===== src/rtl/cordic_atan_sequencer_if.sv =====
// Table-read and step-stream signals between the atan ROM, the sequencer and the Z-path engine.
// The master side is the sequencer: it drives the table address and presents steps.
interface cordic_atan_sequencer_if #(
  parameter int W = 32,
  parameter int N = 4
) ();
  logic [N-1:0] lut_addr;
  logic [W-1:0] lut_data;
  logic         step_valid;
  logic         step_ready;
  logic [W-1:0] step_atan;
  logic [N-1:0] step_idx;
  logic         step_last;

  modport master (
    output lut_addr,
    input  lut_data,
    output step_valid,
    input  step_ready,
    output step_atan,
    output step_idx,
    output step_last
  );

  modport slave (
    input  lut_addr,
    output lut_data,
    input  step_valid,
    output step_ready,
    input  step_atan,
    input  step_idx,
    input  step_last
  );
endinterface


===== src/rtl/cordic_atan_sequencer.sv =====
// Walks the atan(2^-i) table and streams one constant per iteration to the CORDIC Z-path.
// Optional run cancellation is compiled in with `define CORDIC_SEQ_ABORT_EN.
module cordic_atan_sequencer #(
  parameter int W    = 32,
  parameter int N    = 4,
  parameter int ITER = 16
) (
  input  logic                    clk,
  input  logic                    rst_n,
  input  logic                    start,
  input  logic                    abort,
  output logic                    busy,
  output logic                    done,
  cordic_atan_sequencer_if.master bus
);

  typedef enum logic [1:0] {
    S_IDLE  = 2'd0,
    S_RUN   = 2'd1,
    S_DRAIN = 2'd2
  } state_t;

  localparam logic [N-1:0] CNT_LAST = N'(ITER - 1);

  state_t         state_q, state_d;
  logic [N-1:0]   cnt_q, cnt_d;
  logic           valid_q, valid_d;
  logic [W-1:0]   atan_q, atan_d;
  logic [N-1:0]   idx_q, idx_d;
  logic           last_q, last_d;
  logic           done_q, done_d;
  logic           ld;
  logic           xfer;
  logic           kill;

`ifdef CORDIC_SEQ_ABORT_EN
  assign kill = abort && (state_q != S_IDLE);
`else
  logic abort_unused;
  assign abort_unused = abort;
  assign kill         = 1'b0;
`endif

  // The output register refills whenever it is empty or being drained this edge.
  assign ld   = (state_q == S_RUN) && (!valid_q || bus.step_ready);
  assign xfer = valid_q && bus.step_ready;

  always_comb begin
    state_d = state_q;
    cnt_d   = cnt_q;
    valid_d = valid_q;
    atan_d  = atan_q;
    idx_d   = idx_q;
    last_d  = last_q;
    done_d  = 1'b0;
    case (state_q)
      S_IDLE: begin
        if (start) begin
          state_d = S_RUN;
          cnt_d   = '0;
        end
      end
      S_RUN: begin
        if (ld) begin
          atan_d  = bus.lut_data;
          idx_d   = cnt_q;
          last_d  = (cnt_q == CNT_LAST);
          valid_d = 1'b1;
          if (cnt_q == CNT_LAST) begin
            state_d = S_DRAIN;
            cnt_d   = '0;
          end else begin
            cnt_d = cnt_q + 1'b1;
          end
        end
      end
      S_DRAIN: begin
        if (xfer) begin
          valid_d = 1'b0;
          done_d  = 1'b1;
          state_d = S_IDLE;
        end
      end
      default: begin
        state_d = S_IDLE;
        cnt_d   = '0;
        valid_d = 1'b0;
      end
    endcase
    // Cancellation overrides any load or transfer happening on the same edge.
    if (kill) begin
      state_d = S_IDLE;
      cnt_d   = '0;
      valid_d = 1'b0;
      done_d  = 1'b0;
    end
  end

  always_ff @(posedge clk or negedge rst_n) begin
    if (!rst_n) begin
      state_q <= S_IDLE;
      cnt_q   <= '0;
      valid_q <= 1'b0;
      atan_q  <= '0;
      idx_q   <= '0;
      last_q  <= 1'b0;
      done_q  <= 1'b0;
    end else begin
      state_q <= state_d;
      cnt_q   <= cnt_d;
      valid_q <= valid_d;
      atan_q  <= atan_d;
      idx_q   <= idx_d;
      last_q  <= last_d;
      done_q  <= done_d;
    end
  end

  assign bus.lut_addr   = cnt_q;
  assign bus.step_valid = valid_q;
  assign bus.step_atan  = atan_q;
  assign bus.step_idx   = idx_q;
  assign bus.step_last  = last_q;
  assign busy           = (state_q != S_IDLE);
  assign done           = done_q;

endmodule


===== src/flat_wrapper.sv =====
// flat-port wrapper written by rule: the top's interface ports become plain ports
module cordic_atan_sequencer_flat 
#(
  parameter int W    = 32,
  parameter int N    = 4,
  parameter int ITER = 16
)
  (clk, rst_n, start, abort, busy, done, bus_lut_addr, bus_lut_data, bus_step_valid, bus_step_ready, bus_step_atan, bus_step_idx, bus_step_last);
  cordic_atan_sequencer_if #(.W(W), .N(N)) bus_i ();
  input  logic clk;
  input  logic rst_n;
  input  logic start;
  input  logic abort;
  output logic busy;
  output logic done;
  output wire logic [$bits(bus_i.lut_addr)-1:0] bus_lut_addr;
  input wire logic [$bits(bus_i.lut_data)-1:0] bus_lut_data;
  output wire logic [$bits(bus_i.step_valid)-1:0] bus_step_valid;
  input wire logic [$bits(bus_i.step_ready)-1:0] bus_step_ready;
  output wire logic [$bits(bus_i.step_atan)-1:0] bus_step_atan;
  output wire logic [$bits(bus_i.step_idx)-1:0] bus_step_idx;
  output wire logic [$bits(bus_i.step_last)-1:0] bus_step_last;
  assign bus_lut_addr = bus_i.lut_addr;
  assign bus_i.lut_data = bus_lut_data;
  assign bus_step_valid = bus_i.step_valid;
  assign bus_i.step_ready = bus_step_ready;
  assign bus_step_atan = bus_i.step_atan;
  assign bus_step_idx = bus_i.step_idx;
  assign bus_step_last = bus_i.step_last;
  cordic_atan_sequencer #(.W(W), .N(N), .ITER(ITER)) u_core (.clk(clk), .rst_n(rst_n), .start(start), .abort(abort), .busy(busy), .done(done), .bus(bus_i));
endmodule

===== config.mk =====
export PLATFORM = sky130hd
export DESIGN_NAME = cordic_atan_sequencer_flat
export DESIGN_NICKNAME = d
export VERILOG_FILES = /design/src/rtl/cordic_atan_sequencer_if.sv /design/src/rtl/cordic_atan_sequencer.sv /design/src/flat_wrapper.sv
export SDC_FILE = /design/constraint.sdc
export NUM_CORES = 1
export LEC_CHECK = 0
export CAP_MARGIN = 20
export CORE_MARGIN = 2
export CORE_UTILIZATION = 44
export DETAILED_ROUTE_END_ITERATION = 10
export PLACE_DENSITY = 0.82
export SYNTH_ARGS = -nofsm -noshare
export SYNTH_HDL_FRONTEND = slang
export SYNTH_SLANG_ARGS = --single-unit

===== constraint.sdc =====
create_clock -name clk -period 3.3 [get_ports clk]
set_input_delay 0.495 -clock clk [delete_from_list [all_inputs] [get_ports clk]]
set_output_delay 0.495 -clock clk [all_outputs]
set_load 0.05 [all_outputs]

[Word level (Yosys, flattened, before mapping)]
Cells that the tools add are included.
Operators by class
  multiplexer cells: 14
  reduce and logical (&&, ||, !) cells: 10
  add/subtract/negate cells: 1
  bitwise operators: 2
  equal/unequal tests: 7
Operators by type and width (number)
  $mux 4: 3
  $pmux 4 s3: 1
  $mux 2: 4
  $pmux 2 s3: 1
  $reduce_and 3->1: 2
  $add 4x1->4 const B: 1
  $eq 4x4->1 const B: 1
  $mux 1: 4
  $ne 2x1->1 const B: 2
  $ne 2x2->1 const B: 2
  $reduce_and 4->1: 1
  $pmux 1 s3: 1
  $eq 2x1->1 const B: 1
  $eq 2x2->1 const B: 1
  $logic_and 1x1->1: 2
  $logic_not 2->1: 1
  $not 1->1: 2
  $reduce_and 2->1: 1
  $reduce_bool 2->1: 1
  $logic_not 1->1: 1
  $logic_or 1x1->1: 1
Storage, ports and cells
  register bits: 45
  output and inout bits: 44
  word-level logic and storage cells: 41

[Depth between registers and ports, before layout]
Gate-level depths: netlist (run 1).
  depth in word-level cells: 5
  gate-level depth with buffers: 7

[Worst setup path before layout (run 1)]
OpenSTA, ideal clock, no wires.
  path kind: register -> register
  start: reg u_core.cnt_q[0] (netlist: u_core.bus.lut_addr[0])
  end: reg u_core.cnt_q[3] (netlist: u_core.bus.lut_addr[3])
  slack: 1.759 ns
  setup time: 0.142 ns
  arrival: 1.399 ns
  cell stages (with the launch flop): 6
  path through: dfrtp_1 > ha_1 > and3_1 > a311oi_1 > o21ai_1 > o21ai_1
On the way
  cells in the longest elaborated chain, start to end: 4
  elaborated cells between the ends (all ways): 5
  those cells by class: add/sub (1); eq/ne (1); mux (3)
RTL lines
  start, declared: line cordic_atan_sequencer.sv:26  | logic [N-1:0] cnt_q, cnt_d;
  start signal, assigned: line cordic_atan_sequencer.sv:110  | cnt_q <= cnt_d;
  $add 4x1->4 / $eq 4x4->1 (equally long branches): line cordic_atan_sequencer.sv:73, cordic_atan_sequencer.sv:69
  $mux 4 *: line cordic_atan_sequencer.sv:69  | if (cnt_q == CNT_LAST) begin
  $mux 4 *: line cordic_atan_sequencer.sv:64  | if (ld) begin
  $pmux 4 s3 *: line cordic_atan_sequencer.sv:56  | case (state_q)
Mark *: on every way between the ends. The rest lies on a longest branch, timed or not. The select of a mux whose other input is x is not followed.
A chain may end at the register's enable or synchronous reset.

[Worst setup path in the final report (run 1)]
  start: reg u_core.state_q[0]
  end: out busy
On the way
  cells in the longest elaborated chain, start to end: 1
RTL lines
  start, declared: line cordic_atan_sequencer.sv:25  | state_t state_q, state_d;
  start signal, assigned: line cordic_atan_sequencer.sv:109  | state_q <= state_d;
  $reduce_bool 2->1: line cordic_atan_sequencer.sv:124  | assign busy = (state_q != S_IDLE);
  end, declared: line flat_wrapper.sv:14  | output logic busy;
Every way passes these cells.

==> impl_results.md, run 1 <==
* Status: complete, no violations
* Skew-Pair Late Insertion Delay at 0.28 ns
* Initial Utilization at 45.4%
* Final Hold Viols at 0
* Leakage Power at 0.00132 µW
* Ant. Diodes at 0
* Final critical-path required period at around 2.3 ns
* Boundary pin count at 81
* RR Endpoint: u_core.bus.lut_addr[0]
* Die area at between 4000 and 5000 µm²
* Clock sink count at between 40 and 50
* Synth top cells by count: nand2_1, dfrtp_1, buf_2
* Req. time, crit path at 2.80 ns
* Post-route DRC at 0
* Synthesized net count at ~230
* Die width at 68.3 µm
* Rows at 23
* # hold bufs at CTS at 0
* Layout Skew at 0.00398 ns
* CP Capture Type: output port
* Period utilization at ~70%
* Number of global-route vias before repair at between 1,000 and 1,500
* RePlAce Congestion at 0.732
* Flop2flop setup slack at 1.56 ns
* Slew margin rel. at approximately 64%
* CTS Buf Count at 5
* Area after DPL at 2620 µm²
* Tightest Pin Transition at 0.532 ns
* Synthesis-to-layout area growth at 49.8%
* Reg2Reg Depth at 4
* Area of the mapped netlist at 1820 µm²
* Design area at roughly 2700 µm²
* Clk pin slew, worst setup/hold paths at 0.08 ns
* Share of layout cells above drive strength 1 at 5.07%
* Post-synth top flop: dfrtp_1
* Final #Nets at 313
* Post-synth top area cell: dfrtp_1
* Largest net degree at the start of global routing at 46
* Synth unique cells at 26
* TritonRoute pass-1 iters at 4
* Syn avg cell area at about 9.4 µm²
* Number of vias per cell at 4.73
* Via Count at 1,542
* Yosys warns at 0
* Clock root buffer: clkbuf_8
* WS Path Type: reg2out
* Power Density at between 800 and 900 nW/µm²
* Number of enable flip-flop cells after synthesis at 0
* Dpl ws at 1.03 ns
* Maximum root-to-sink buffer count at 2
* Final setup margin at 0.991 ns
* Fillers at 349
* Routed wire length at 4050 µm
* Max Slew Vio Count at 0
* WL met1 at 1780 µm
* Area share of the largest cell type after synthesis at 61.9%
* Multi-input logic area at 623 µm²
* Wire length on met3 at 265 µm
* Max rail drop VDD at 0.585 mV
* Routed wl met2 at between 1500 and 2000 µm
* Yosys reg bits at 45
* DRC violation total after the first TritonRoute iteration at 66
* Total GRT Usage at 18.4%
* Crit path DAT at between 1.5 and 2 ns
* Fin Setup TNS at 0 ns
* Max Fclk at 0.433 GHz
* Startpoint Class: flop
* CTS tree: yes
* Register Area at between 1000 and 1500 µm²
* Placed wire-length estimate at 2910 µm
* WL per Instance at around 12 µm
* RSZ-0062 raised after global routing: no
* Global route total overflow at 0
* Sequential element share of the synthesized area at 61.9%
* Die Ht at 68.3 µm
* Main area contributors after synthesis: dfrtp_1, nand2_1, buf_4, buf_6, buf_2
* Detail Route Antenna Nets at 0
* Core ar. at 4000 µm²
* Gate Count Post-Synth at approximately 190
* Most frequent cell after synthesis: nand2_1
* Initial antenna violation count at 0
* Worst hold path class: in2async
* Port bufs at 79
* Gates resized, CTS repair at 0
* First-pass GRT wire length at 6410 µm
* Reg-to-reg startpoint: u_core.state_q[0]
* CTS H-tree depth at 2
* Post-CTS Setup Repair Bufs at 0
* Number of max-cap violations at 0
* CP max FO at 10
* # setup viols final at 0
* Ys async rst share at 100%
* Max layer used: met4
area by class of cell:
class | instances | share of cell area (%)
flip-flops and latches | 45 | 41.3
well taps | 50 | 2.30
multi-input cells | 139 | 22.9
inverters | 1 | 0.138
repair buffers | 83 | 30.4
clock buffers | 8 | 2.94
layout by cell type (no fill, tap or decap), types with 2 or more instances in the layout:
master,synthesis,final
nand2b_1,2,2
buf_4,3,3
clkbuf_8,0,5
nor2_1,2,2
a311oi_1,2,2
dfrtp_1,45,45
clkbuf_1,0,3
clkdlybuf4s50_1,0,78
nand2_1,113,113
a22o_1,2,2
o21ai_1,2,2
o21ai_0,2,2
through the flow:
stage / power [µW] / utilization (%) / hold slack (ns) / instances
detailed placement: 2000 / 65.6 / 0.462 / 317
floorplan: 1590 / - / 0.199 / 194
CTS: 2330 / 67.6 / 0.397 / 325
global placement: 1980 / 65.6 / 0.457 / 317
finish: 2300 / 68.1 / 0.0123 / 326
global route: 2440 / 68.1 / 0.000669 / 326
state kept, by name, summed over array words and instances, names as in the netlist:
register	count
u_core.state_q	2
u_core.bus.step_valid	1
u_core.bus.step_idx	4
u_core.done	1
u_core.bus.step_atan	32
u_core.bus.step_last	1
u_core.bus.lut_addr	4
worst max path at each step:
stage / startpoint / endpoint / slack, ns / depth (start not counted)
after floorplan: u_core.bus.lut_addr[0] / u_core.bus.lut_addr[3] / 1.76 / 5
after global routing: u_core.state_q[0] / busy / 0.90 / 3
after global placement: bus_step_ready / u_core.bus.lut_addr[0] / 1.02 / 5
after detailed placement: bus_step_ready / u_core.bus.lut_addr[3] / 1.03 / 6
after CTS: u_core.state_q[0] / busy / 0.98 / 3
final: u_core.state_q[0] / busy / 0.99 / 3
report_power, final:
group / internal, µW / switching (µW)
Combinational: 389 / 783
Sequential: 703 / 113
Clock: 150 / 162
Total: 1240 / 1060
cells by family (layout without fill, tap and decap cells):
family | Yosys count | in the layout | synth area share (%)
simple gates | 125 | 125 | 28.3
flops | 45 | 45 | 61.9
compound gates | 12 | 12 | 4.82
buf+inv | 10 | 92 | 3.78
fa+ha+maj | 1 | 1 | 0.688
xor+xnor | 1 | 1 | 0.482
layer usage:
layer,global-route usage [%],up-vias
met5,0,-
met4,5.25,0
met3,5.43,9
met2,30.9,54
met1,22.8,713
li1,-,766
worst max-delay path, stage by stage, from the launching register on:
cell and delay [ns]:
dfrtp_1 0.56, nor2_1 0.12, inv_1 0.07, clkdlybuf4s50_1 0.79
Note: power is estimated with default switching activity, not from simulation.
==> run 2: changes to the inputs <==
--- a/config.mk
+++ b/config.mk
@@ -7,9 +7,9 @@
 export LEC_CHECK = 0
 export CAP_MARGIN = 20
 export CORE_MARGIN = 2
-export CORE_UTILIZATION = 44
+export CORE_UTILIZATION = 37
 export DETAILED_ROUTE_END_ITERATION = 10
-export PLACE_DENSITY = 0.82
+export PLACE_DENSITY = 0.73
 export SYNTH_ARGS = -nofsm -noshare
 export SYNTH_HDL_FRONTEND = slang
 export SYNTH_SLANG_ARGS = --single-unit
==> constraint.sdc (replaced) <==
create_clock -name clk -period 1.95 [get_ports clk]
set_input_delay 0.2925 -clock clk [delete_from_list [all_inputs] [get_ports clk]]
set_output_delay 0.2925 -clock clk [all_outputs]
set_load 0.05 [all_outputs]
==> run 2 against run 1 <==
Effect of this change: die area grew 18%; worst setup slack worse by 0.93 ns; register-to-register slack lost 1.1 ns; sequential power is 69% higher.
==> impl_results.md, run 2 (synthesis gave the netlist of run 1 again) <==
* Multi-input logic area at 623 µm² (unchanged)
* CP max stage cell: clkdlybuf4s50_1
* CP bufs+invs at 1 (-1)
* Skew-Pair Late Insertion Delay at 0.29 ns (about the same)
* First-pass GRT wire length at 6840 µm (+6.7%)
* Initial Utilization at 38.5% (-7.0 points)
* Reg2Reg Depth at 5 (+1)
* Final Hold Viols at 0 (unchanged)
* Clock sink count at 45 (unchanged)
* Hold Startpoint: u_core.bus.step_atan[23]
* Hold EP: u_core.bus.step_atan[23]
* WL met1 at 1880 µm (+5.4%)
* Leakage Power at 0.00136 µW (+2.9%)
* CTS Buf Count at 5 (unchanged)
* Flop2flop setup slack at 0.49 ns (-1.07 ns)
* RR Endpoint: u_core.bus.step_atan[7]
* CP peak stage delay at 0.84 ns (+0.05 ns)
* Fin Setup TNS at 0 ns (unchanged)
* Clk pin slew, worst setup/hold paths at 0.08 ns (about the same)
* Hold path depth at 2
* Most common cell after layout, fill and taps aside: nand2_1
* Initial antenna violation count at 0 (unchanged)
* Worst hold path class: reg2reg
* Register Area at 1130 µm² (unchanged)
* Crit path DAT at 1.60 ns (-0.21 ns)
* Rows at 25 (+8.7%)
* Number of vias per cell at 4.44 (-6.1%)
* Max layer used: met4
* CP Cell Sequence: clkdlybuf4s50_1
* Status: complete, no violations
* DRC violation total after the first TritonRoute iteration at 81 (+23%)
* Clock root buffer: clkbuf_8
* Boundary pin count at 81 (unchanged)
* Routed wire length at 4170 µm (+2.9%)
* Number of global-route vias before repair at 1,494 (+1.4%)
* Max Fclk at 0.529 GHz
* Largest net degree at the start of global routing at 25 (-46%)
* Final std cells w/o fill at 346 (+6.1%)
* RSZ-0062 raised after global routing: no
* Die width at 74.1 µm (+8.5%)
* Total GRT Usage at 16.4% (-2.0 points)
* Final critical-path required period at 1.89 ns
* Routed wl met2 at 1950 µm (+0.73%)
* Detail Route Antenna Nets at 0 (unchanged)
* Fillers at 431 (+23%)
* Power Density at 1460 nW/µm² (+73%)
* Placed wire-length estimate at 3000 µm (+3.0%)
* Die area at 5490 µm² (+18%)
* Startpoint Class: flop
* CTS H-tree depth at 2 (unchanged)
* Tightest Pin Transition at 0.530 ns (-0.00183 ns)
* TritonRoute pass-1 iters at 4 (unchanged)
* # setup viols final at 0 (unchanged)
* Period utilization at 97.0%
* Core ar. at 4720 µm² (+18%)
* Final #Nets at 316 (+0.96%)
* Number of max-cap violations at 0 (unchanged)
* WS Path Type: reg2out
* Via Count at 1,537 (-0.32%)
* Synthesis-to-layout area growth at 54.8%
* Global route total overflow at 0 (unchanged)
* Max reg flops at 32 (unchanged)
* CTS tree: yes
* Reg-to-reg startpoint: u_core.state_q[1]
* CP Capture Type: output port
* Layout Skew at 0.00943 ns (+0.00545 ns)
* Req. time, crit path at 1.66 ns (-1.14 ns)
* Max Slew Vio Count at 0 (unchanged)
* Post-route DRC at 0 (unchanged)
* Slew margin rel. at 64.6% (+0.12 points)
* RePlAce Congestion at 0.790 (+8.0%)
* Die Ht at 74.1 µm (+8.5%)
* Placed insts at 337 (+6.3%)
* Ant. Diodes at 0 (unchanged)
* Top Family by Delay on Critical Path: buffers and inverters
* CP max FO at 7 (-3)
* Port bufs at 79 (unchanged)
* Wire length on met3 at 320 µm (+21%)
* Share of layout cells above drive strength 1 at 7.17% (+2.1 points)
* Most frequent cells in the layout: nand2_1, clkdlybuf4s50_1, dfrtp_1
* WL per Instance at 12.1 µm (-3.1%)
* Max rail drop VDD at 0.962 mV (+64%)
* Maximum root-to-sink buffer count at 2 (unchanged)
run 2: worst max-delay path by stage:
stage	startpoint	endpoint	slack [ns]	cells past startpoint
2_1_floorplan	u_core.bus.lut_addr[0]	u_core.bus.lut_addr[3]	0.41	5
4_1_cts	u_core.bus.lut_addr[0]	bus_lut_addr[0]	0.04	1
5_1_grt	u_core.bus.lut_addr[0]	bus_lut_addr[0]	0.005	1
3_3_place_gp	bus_step_ready	u_core.bus.step_atan[8]	0.17	6
6_report	u_core.bus.lut_addr[0]	bus_lut_addr[0]	0.06	1
3_5_place_dp	bus_step_ready	u_core.bus.step_atan[19]	0.17	6
run 2: what timing repair did:
action,4_1_cts,5_1_grt
buffers inserted,0,0
hold buffers,1,0
resized for setup,0,0
hold endpoints to repair,21,0
run 2: report_power, final:
part / switching [µW] / total, µW / internal (µW)
combinational: 1330 / 2000 / 675
clock: 302 / 720 / 418
sequential: 194 / 1380 / 1190
run 2: metal layers:
layer	vias to the layer above	GRT usage, %
met2	56	27.7
met1	706	20.4
met5	-	0
met4	0	5.05
met3	4	4.74
li1	771	-
run 2: cell type report:
class / count / share of cell area [%]
sequential: 45 / 40.0
timing repair buffer: 86 / 30.6
multi-input combinational: 139 / 22.1
clock buffer: 7 / 3.07
tap: 67 / 2.98
clock inverter: 1 / 1.07
inverter: 1 / 0.133
run 2: per-stage QoR:
| step | hold WS [ns] | setup slack [ns] | cell area [µm²] | power (µW) | utilization, % |
|---|---|---|---|---|---|
| 2_1_floorplan | -0.00309 | 0.409 | 1820 | 2680 | - |
| 3_3_place_gp | 0.292 | 0.166 | 2690 | 3390 | 56.9 |
| 3_5_place_dp | 0.298 | 0.168 | 2690 | 3420 | 56.9 |
| 4_1_cts | 0.481 | 0.0437 | 2810 | 4150 | 59.6 |
| 5_1_grt | 0.500 | 0.00490 | 2810 | 4330 | 59.6 |
| 6_report | 0.474 | 0.0583 | 2810 | 4100 | 59.6 |
